**config.mk**
```make
export PLATFORM = sky130hd
export DESIGN_NAME = align_stage_sequencer
export DESIGN_NICKNAME = d
export VERILOG_FILES = /design/src/rtl/align_stage_sequencer.sv
export SDC_FILE = /design/constraint.sdc
export NUM_CORES = 1
export LEC_CHECK = 0
export CAP_MARGIN = 10
export CORE_MARGIN = 4
export CORE_UTILIZATION = 40
export CTS_CLUSTER_DIAMETER = 50
export DETAILED_ROUTE_END_ITERATION = 12
export PLACE_DENSITY = 0.68
export SYNTH_ARGS = -nofsm -noshare
export SYNTH_HDL_FRONTEND = slang
export SYNTH_SLANG_ARGS = --single-unit
```
**constraint.sdc**
```tcl
create_clock -name CLK -period 8 [get_ports CLK]
set_input_delay 2 -clock CLK [delete_from_list [all_inputs] [get_ports CLK]]
set_output_delay 2 -clock CLK [all_outputs]
set_load 0.03 [all_outputs]
```
**src/rtl/align_stage_sequencer.sv**
```systemverilog
// Top-level sequencer for the alignment pipeline: releases stages one at a time,
// runs batches of jobs, and guards each stage with a watchdog.
module align_stage_sequencer #(
  parameter  int unsigned NUM_STAGES  = 4,
  parameter  int unsigned JOB_W       = 8,
  parameter  int unsigned TIMEOUT_CYC = 4096,
  localparam int unsigned SW          = $clog2(NUM_STAGES),
  localparam int unsigned TW          = $clog2(TIMEOUT_CYC + 1)
) (
  input  logic                  CLK,
  input  logic                  rst,
  input  logic                  start,
  input  logic [JOB_W-1:0]      num_jobs,
  input  logic                  abort,
  input  logic [NUM_STAGES-1:0] stage_flag,
  output logic [NUM_STAGES-1:0] stage_rst,
  output logic                  job_load,
  output logic [SW-1:0]         cur_stage,
  output logic                  busy,
  output logic                  done,
  output logic                  err,
  output logic [SW-1:0]         err_stage,
  output logic [JOB_W-1:0]      jobs_done
);

  typedef enum logic [2:0] {
    st_idle,
    st_load,
    st_run,
    st_done,
    st_err
  } state_t;

  localparam logic [SW-1:0] LAST_STAGE = SW'(NUM_STAGES - 1);
  localparam logic [TW-1:0] TIMER_LIM  = TW'(TIMEOUT_CYC - 1);

  state_t                  state, state_nxt;
  logic [TW-1:0]           timer, timer_nxt;
  logic [JOB_W-1:0]        target, target_nxt;
  logic [JOB_W-1:0]        jobs_nxt, jobs_inc;
  logic [SW-1:0]           cur_nxt, err_stage_nxt;
  logic                    err_nxt;
  logic [NUM_STAGES-1:0]   stage_rst_nxt;

  always_ff @(posedge CLK or negedge rst) begin
    if (!rst) begin
      state     <= st_idle;
      timer     <= '0;
      target    <= '0;
      jobs_done <= '0;
      cur_stage <= '0;
      err       <= 1'b0;
      err_stage <= '0;
      stage_rst <= '1;
    end else begin
      state     <= state_nxt;
      timer     <= timer_nxt;
      target    <= target_nxt;
      jobs_done <= jobs_nxt;
      cur_stage <= cur_nxt;
      err       <= err_nxt;
      err_stage <= err_stage_nxt;
      stage_rst <= stage_rst_nxt;
    end
  end

  always_comb begin
    state_nxt     = state;
    timer_nxt     = timer;
    target_nxt    = target;
    jobs_nxt      = jobs_done;
    cur_nxt       = cur_stage;
    err_nxt       = err;
    err_stage_nxt = err_stage;
    stage_rst_nxt = stage_rst;
    jobs_inc      = jobs_done + JOB_W'(1);

    if (abort && (state != st_idle)) begin
      state_nxt = st_idle;
    end else begin
      unique case (state)
        st_idle: begin
          if (start) begin
            state_nxt  = st_load;
            target_nxt = (num_jobs == '0) ? JOB_W'(1) : num_jobs;
            jobs_nxt   = '0;
            err_nxt    = 1'b0;
          end
        end
        st_load: state_nxt = st_run;
        st_run: begin
          if (stage_flag[cur_stage]) begin
            if (cur_stage != LAST_STAGE) begin
              cur_nxt   = cur_stage + SW'(1);
              timer_nxt = '0;
            end else begin
              jobs_nxt  = jobs_inc;
              state_nxt = (jobs_inc == target) ? st_done : st_load;
            end
          end else if (timer == TIMER_LIM) begin
            state_nxt     = st_err;
            err_nxt       = 1'b1;
            err_stage_nxt = cur_stage;
          end else begin
            timer_nxt = timer + TW'(1);
          end
        end
        st_done: state_nxt = st_idle;
        st_err:  state_nxt = st_idle;
        default: state_nxt = st_idle;
      endcase
    end

    // stage_rst is registered from the next state so it lines up with that state's cycle
    unique case (state_nxt)
      st_load: begin
        stage_rst_nxt = '1;
        cur_nxt       = '0;
        timer_nxt     = '0;
      end
      st_run: begin
        for (int unsigned j = 0; j < NUM_STAGES; j++) begin
          stage_rst_nxt[j] = (j > 32'(cur_nxt));
        end
      end
      st_done: stage_rst_nxt = '0;
      st_err:  stage_rst_nxt = '1;
      default: begin
        if (abort && (state != st_idle)) stage_rst_nxt = '1;
      end
    endcase
  end

  assign job_load = (state == st_load);
  assign busy     = (state == st_load) || (state == st_run);
  assign done     = (state == st_done) && !abort;

endmodule

```
==> results by stage <==
Timing:
- The final-report max-slew violation count is 0.
- The total setup violations reported at the end of the flow is 0.
- Summed over all failing endpoints, the final setup total negative slack is 0 ns.
- The clock tree skew after final layout is 0.01067 ns.
- The final hold slack is 0.4790 ns.
- The hold violation count in the final report is 0.
- The worst slew margin relative to its limit is 36.51%.
- At the pin with the least slew margin, the transition time is 0.9436 ns.
- Setup repair after global routing left no endpoint under its margin.
- After layout, the worst path uses 67.67% of the clock period.
- Derived from the worst setup path, the maximum achievable clock frequency is 0.1847 GHz.
- After layout, the minimum clock period comes to 5.414 ns.

Cells and area:
- The number of antenna cells inserted is 0.
- The area of the multi-input gates is 1297 sq um.
- The combined flip-flop and latch cell area is 1031 sq um.
- Counting the fill cells in the layout gives 565.
- Cells with a size suffix above 1 make up 13.45% of the layout.
- From synthesis to final layout, the design area changed by 20.11%.
- The final layout contains 307 nets.

Place:
- The total half-perimeter wirelength after legalization and detailed placement is 3815 um.
- Buffers placed on the I/O ports in this run total 35.
- The routability congestion estimate from global placement is 0.8369.

Worst hold path:
- The class of the tightest hold or removal check is reg2reg.
- The startpoint identified for the worst hold timing path is stage_rst[1].

Clock tree:
- Gates resized during post-CTS repair numbered 0.
- For this design, the sink count on the clock tree is 41.
- The number of H-tree levels is 2.
- The number of post-CTS setup repair buffers is 0.
- The clock root buffer is sky130_fd_sc_hd__clkbuf_8.
- At the later pin of the worst-skew pair, clock insertion delay measures 0.29 ns.
- TritonCTS built the clock tree.
- After clock tree synthesis, the clock-pin slew on the worst setup and hold paths is 0.07 ns.
- The longest clock path from root to sink contains 2 buffers.
- TritonCTS created 5 clock buffers.
- In this run, post-CTS hold repair placed 0 buffers.

Worst setup path:
- The maximum fanout along the worst path is 4.
- The critical path endpoint category is an output port.
- The worst setup path is launched from a primary input.
- The data arrival time of the critical path is 3.41 ns.
- The first element of the critical path is abort.
- The critical path in this run is classified as in2out.
- The slowest cell on the critical path is sky130_fd_sc_hd__clkdlybuf4s50_1.
- Data on the critical path is required at its endpoint by 6.00 ns.
- The worst register-to-register path begins at jobs_done[0].
- The critical path goes through clkdlybuf4s50_1, nand2b_1, nor2_1, clkdlybuf4s50_1.
- For this run, the slowest stage of the critical path takes 0.68 ns.
- The cell occurring most often along the worst timing path is sky130_fd_sc_hd__clkdlybuf4s50_1.

Global routing:
- For this run the aggregate overflow at the end of global routing stands at 0.
- The first-pass GRT wire length is 9446 um.
- The pin count of the biggest net entering global routing is 42.
- The global-route usage over all layers is 15.68%.
- The via count of the first global-routing pass is 1993.
- The initial antenna violation count is 0.

Outcome:
- The run finished with clean final reports.

Floorplanning:
- The standard-cell row count is 28.
- The die is 86.18 um wide.
- The region available for standard cell placement spans 5921 sq um.
- The floorplan step set the die height to 86.18 um.
- The I/O pin count is 36.
- The floorplan step defined a die boundary enclosing 7427 sq um.
- The initial cell density of the core is 41.29%.

Synth:
- The post-synthesis cell count is 257.
- The most used flip-flop cell after synthesis is sky130_fd_sc_hd__dfrtp_1.
- The most repeated cell in the gate-level netlist after synthesis is sky130_fd_sc_hd__dfrtp_1.
- Counting flops with a built-in enable in the synthesized netlist gives 0.
- The top-area cell type share of the netlist area is 37.87%.
- In this run, distinct cell masters in the synthesized netlist total 54.
- By count the netlist is led by 37 x sky130_fd_sc_hd__dfrtp_1, 21 x sky130_fd_sc_hd__nand2_1, 18 x sky130_fd_sc_hd__nor2_1, 17 x sky130_fd_sc_hd__a21oi_1, 17 x sky130_fd_sc_hd__o21ai_0.
- Counting every net in the synthesized netlist gives 275.
- The mapped netlist covers 2445 sq um.
- The number of warnings issued by yosys is 0.
- In the post-synthesis netlist, the biggest area contributors are sky130_fd_sc_hd__dfrtp_1 38%, sky130_fd_sc_hd__a41oi_2 4.7%, sky130_fd_sc_hd__dfstp_2 4.3%.
- For this run, asynchronously set or reset flops after synthesis account for 100.0%.
- The cell type with the largest total area after synthesis is sky130_fd_sc_hd__dfrtp_1.
- In this run, synthesis produced a sequential element count of 41.
- The post-synthesis average cell area is 9.513 sq um.
- The sequential cell area fraction in the yosys report is 42.17%.

Pwr:
- VDD sags by at most 0.1167 mV.
- The power density over cell area is 166.9 nW/um^2.
- The analysis attributes to cell leakage a power of 1.173 nW.

Routing:
- The average wire per cell in the routed design is 14.61 um.
- The pre-antenna-repair detailed-routing pass consisted of 4 iterations.
- The number of design-rule violations left by the first detailed-router iteration is 48.
- The overall routed net length is 5331 um.
- The mean number of vias per cell is 5.636.
- The DRC violation count after routing is 0.
- Once detail routing completed, the nets flagged for antenna violations numbered 0.
- The routed layout has 2057 vias.

Job:
- Across the run, the number of max-cap violations was 0.
cell type report:
type	count	share of cell area, %
inverters	14	1.790
clock buffers	8	3.068
flip-flops and latches	41	35.11
repair buffers	38	12.65
well taps	75	3.196
multi-input cells	189	44.18
cells in the final DEF, fill, tap and decap left out, types with 5 or more instances in the layout:
cell type                         synthesis  layout
sky130_fd_sc_hd__a31oi_1                  7       7
sky130_fd_sc_hd__nand2_1                 21      21
sky130_fd_sc_hd__o21ai_0                 17      17
sky130_fd_sc_hd__clkbuf_8                 0       6
sky130_fd_sc_hd__nand2b_1                13      13
sky130_fd_sc_hd__and3_1                   8       8
sky130_fd_sc_hd__a41oi_2                  7       7
sky130_fd_sc_hd__inv_1                   14      14
sky130_fd_sc_hd__nand3_1                  9       9
sky130_fd_sc_hd__a21oi_1                 17      17
sky130_fd_sc_hd__nor3_1                   7       6
sky130_fd_sc_hd__a41oi_1                  7       7
sky130_fd_sc_hd__clkdlybuf4s50_1          0      34
sky130_fd_sc_hd__nor2_1                  18      18
sky130_fd_sc_hd__mux2_2                   7       7
sky130_fd_sc_hd__xnor2_1                  5       5
sky130_fd_sc_hd__dfrtp_1                 37      37
sequential cells by signal, summed over array words and instances (netlist names):
register,flops
cur_stage,2
err,1
err_stage,2
jobs_done,8
stage_rst,4
state,3
target,8
timer,13
worst max-delay path, delay by kind of cell:
kind,cells,cell delay [ns]
buffers and inverters,2,1.13
AND/OR/NAND/NOR,2,0.29
cell families (layout without fill, tap and decap cells):
group / Yosys count / count (layout) / share of synthesized area (%)
mux: 8 / 8 / 4.145
flops: 41 / 41 / 42.17
xor+xnor: 6 / 6 / 2.149
compound gates: 80 / 80 / 25.74
buf+inv: 27 / 60 / 4.964
fa+ha+maj: 3 / 3 / 1.433
simple gates: 92 / 92 / 19.40
path summary, 6_finish.rpt:
check	to	slack (ns)	depth (start not counted)
max in group asynchronous	target[5]	5.57	1
max	done	2.59	4
min	stage_rst[1]	0.48	2
max reg2reg	timer[11]	4.93	7
min reg2reg	stage_rst[1]	0.48	2
min in group asynchronous	jobs_done[1]	1.84	1
metal layers:
| layer | vias to the layer above | track usage [%] | routed length, um |
|---|---|---|---|
| met5 | - | 0 | 0 |
| met4 | 0 | 5.524 | 92 |
| met3 | 8 | 3.042 | 224 |
| met2 | 53 | 24.39 | 2487 |
| met1 | 981 | 21.87 | 2527 |
| li1 | 1015 | - | - |
metrics by stage:
stage               total power, mW  std cells  worst slack (ns)  cell area, sq um  utilization (%)
global route                 0.5193        365             2.493              2937            49.60
CTS                          0.4966        364             2.571              2925            49.41
global placement             0.3531        356             2.596              2835            47.89
floorplan                    0.3163        257             3.434              2445                -
finish                       0.4901        365             2.586              2937            49.60
detailed placement           0.3548        356             2.571              2835            47.89
power by group:
part	internal (mW)	leakage [nW]	total [mW]	switching [mW]
Sequential	0.227	0.538	0.243	0.0162
Combinational	0.0483	0.589	0.108	0.0592
Clock	0.0704	0.0455	0.140	0.0692
No activity file was read; power rests on OpenSTA's default activity.
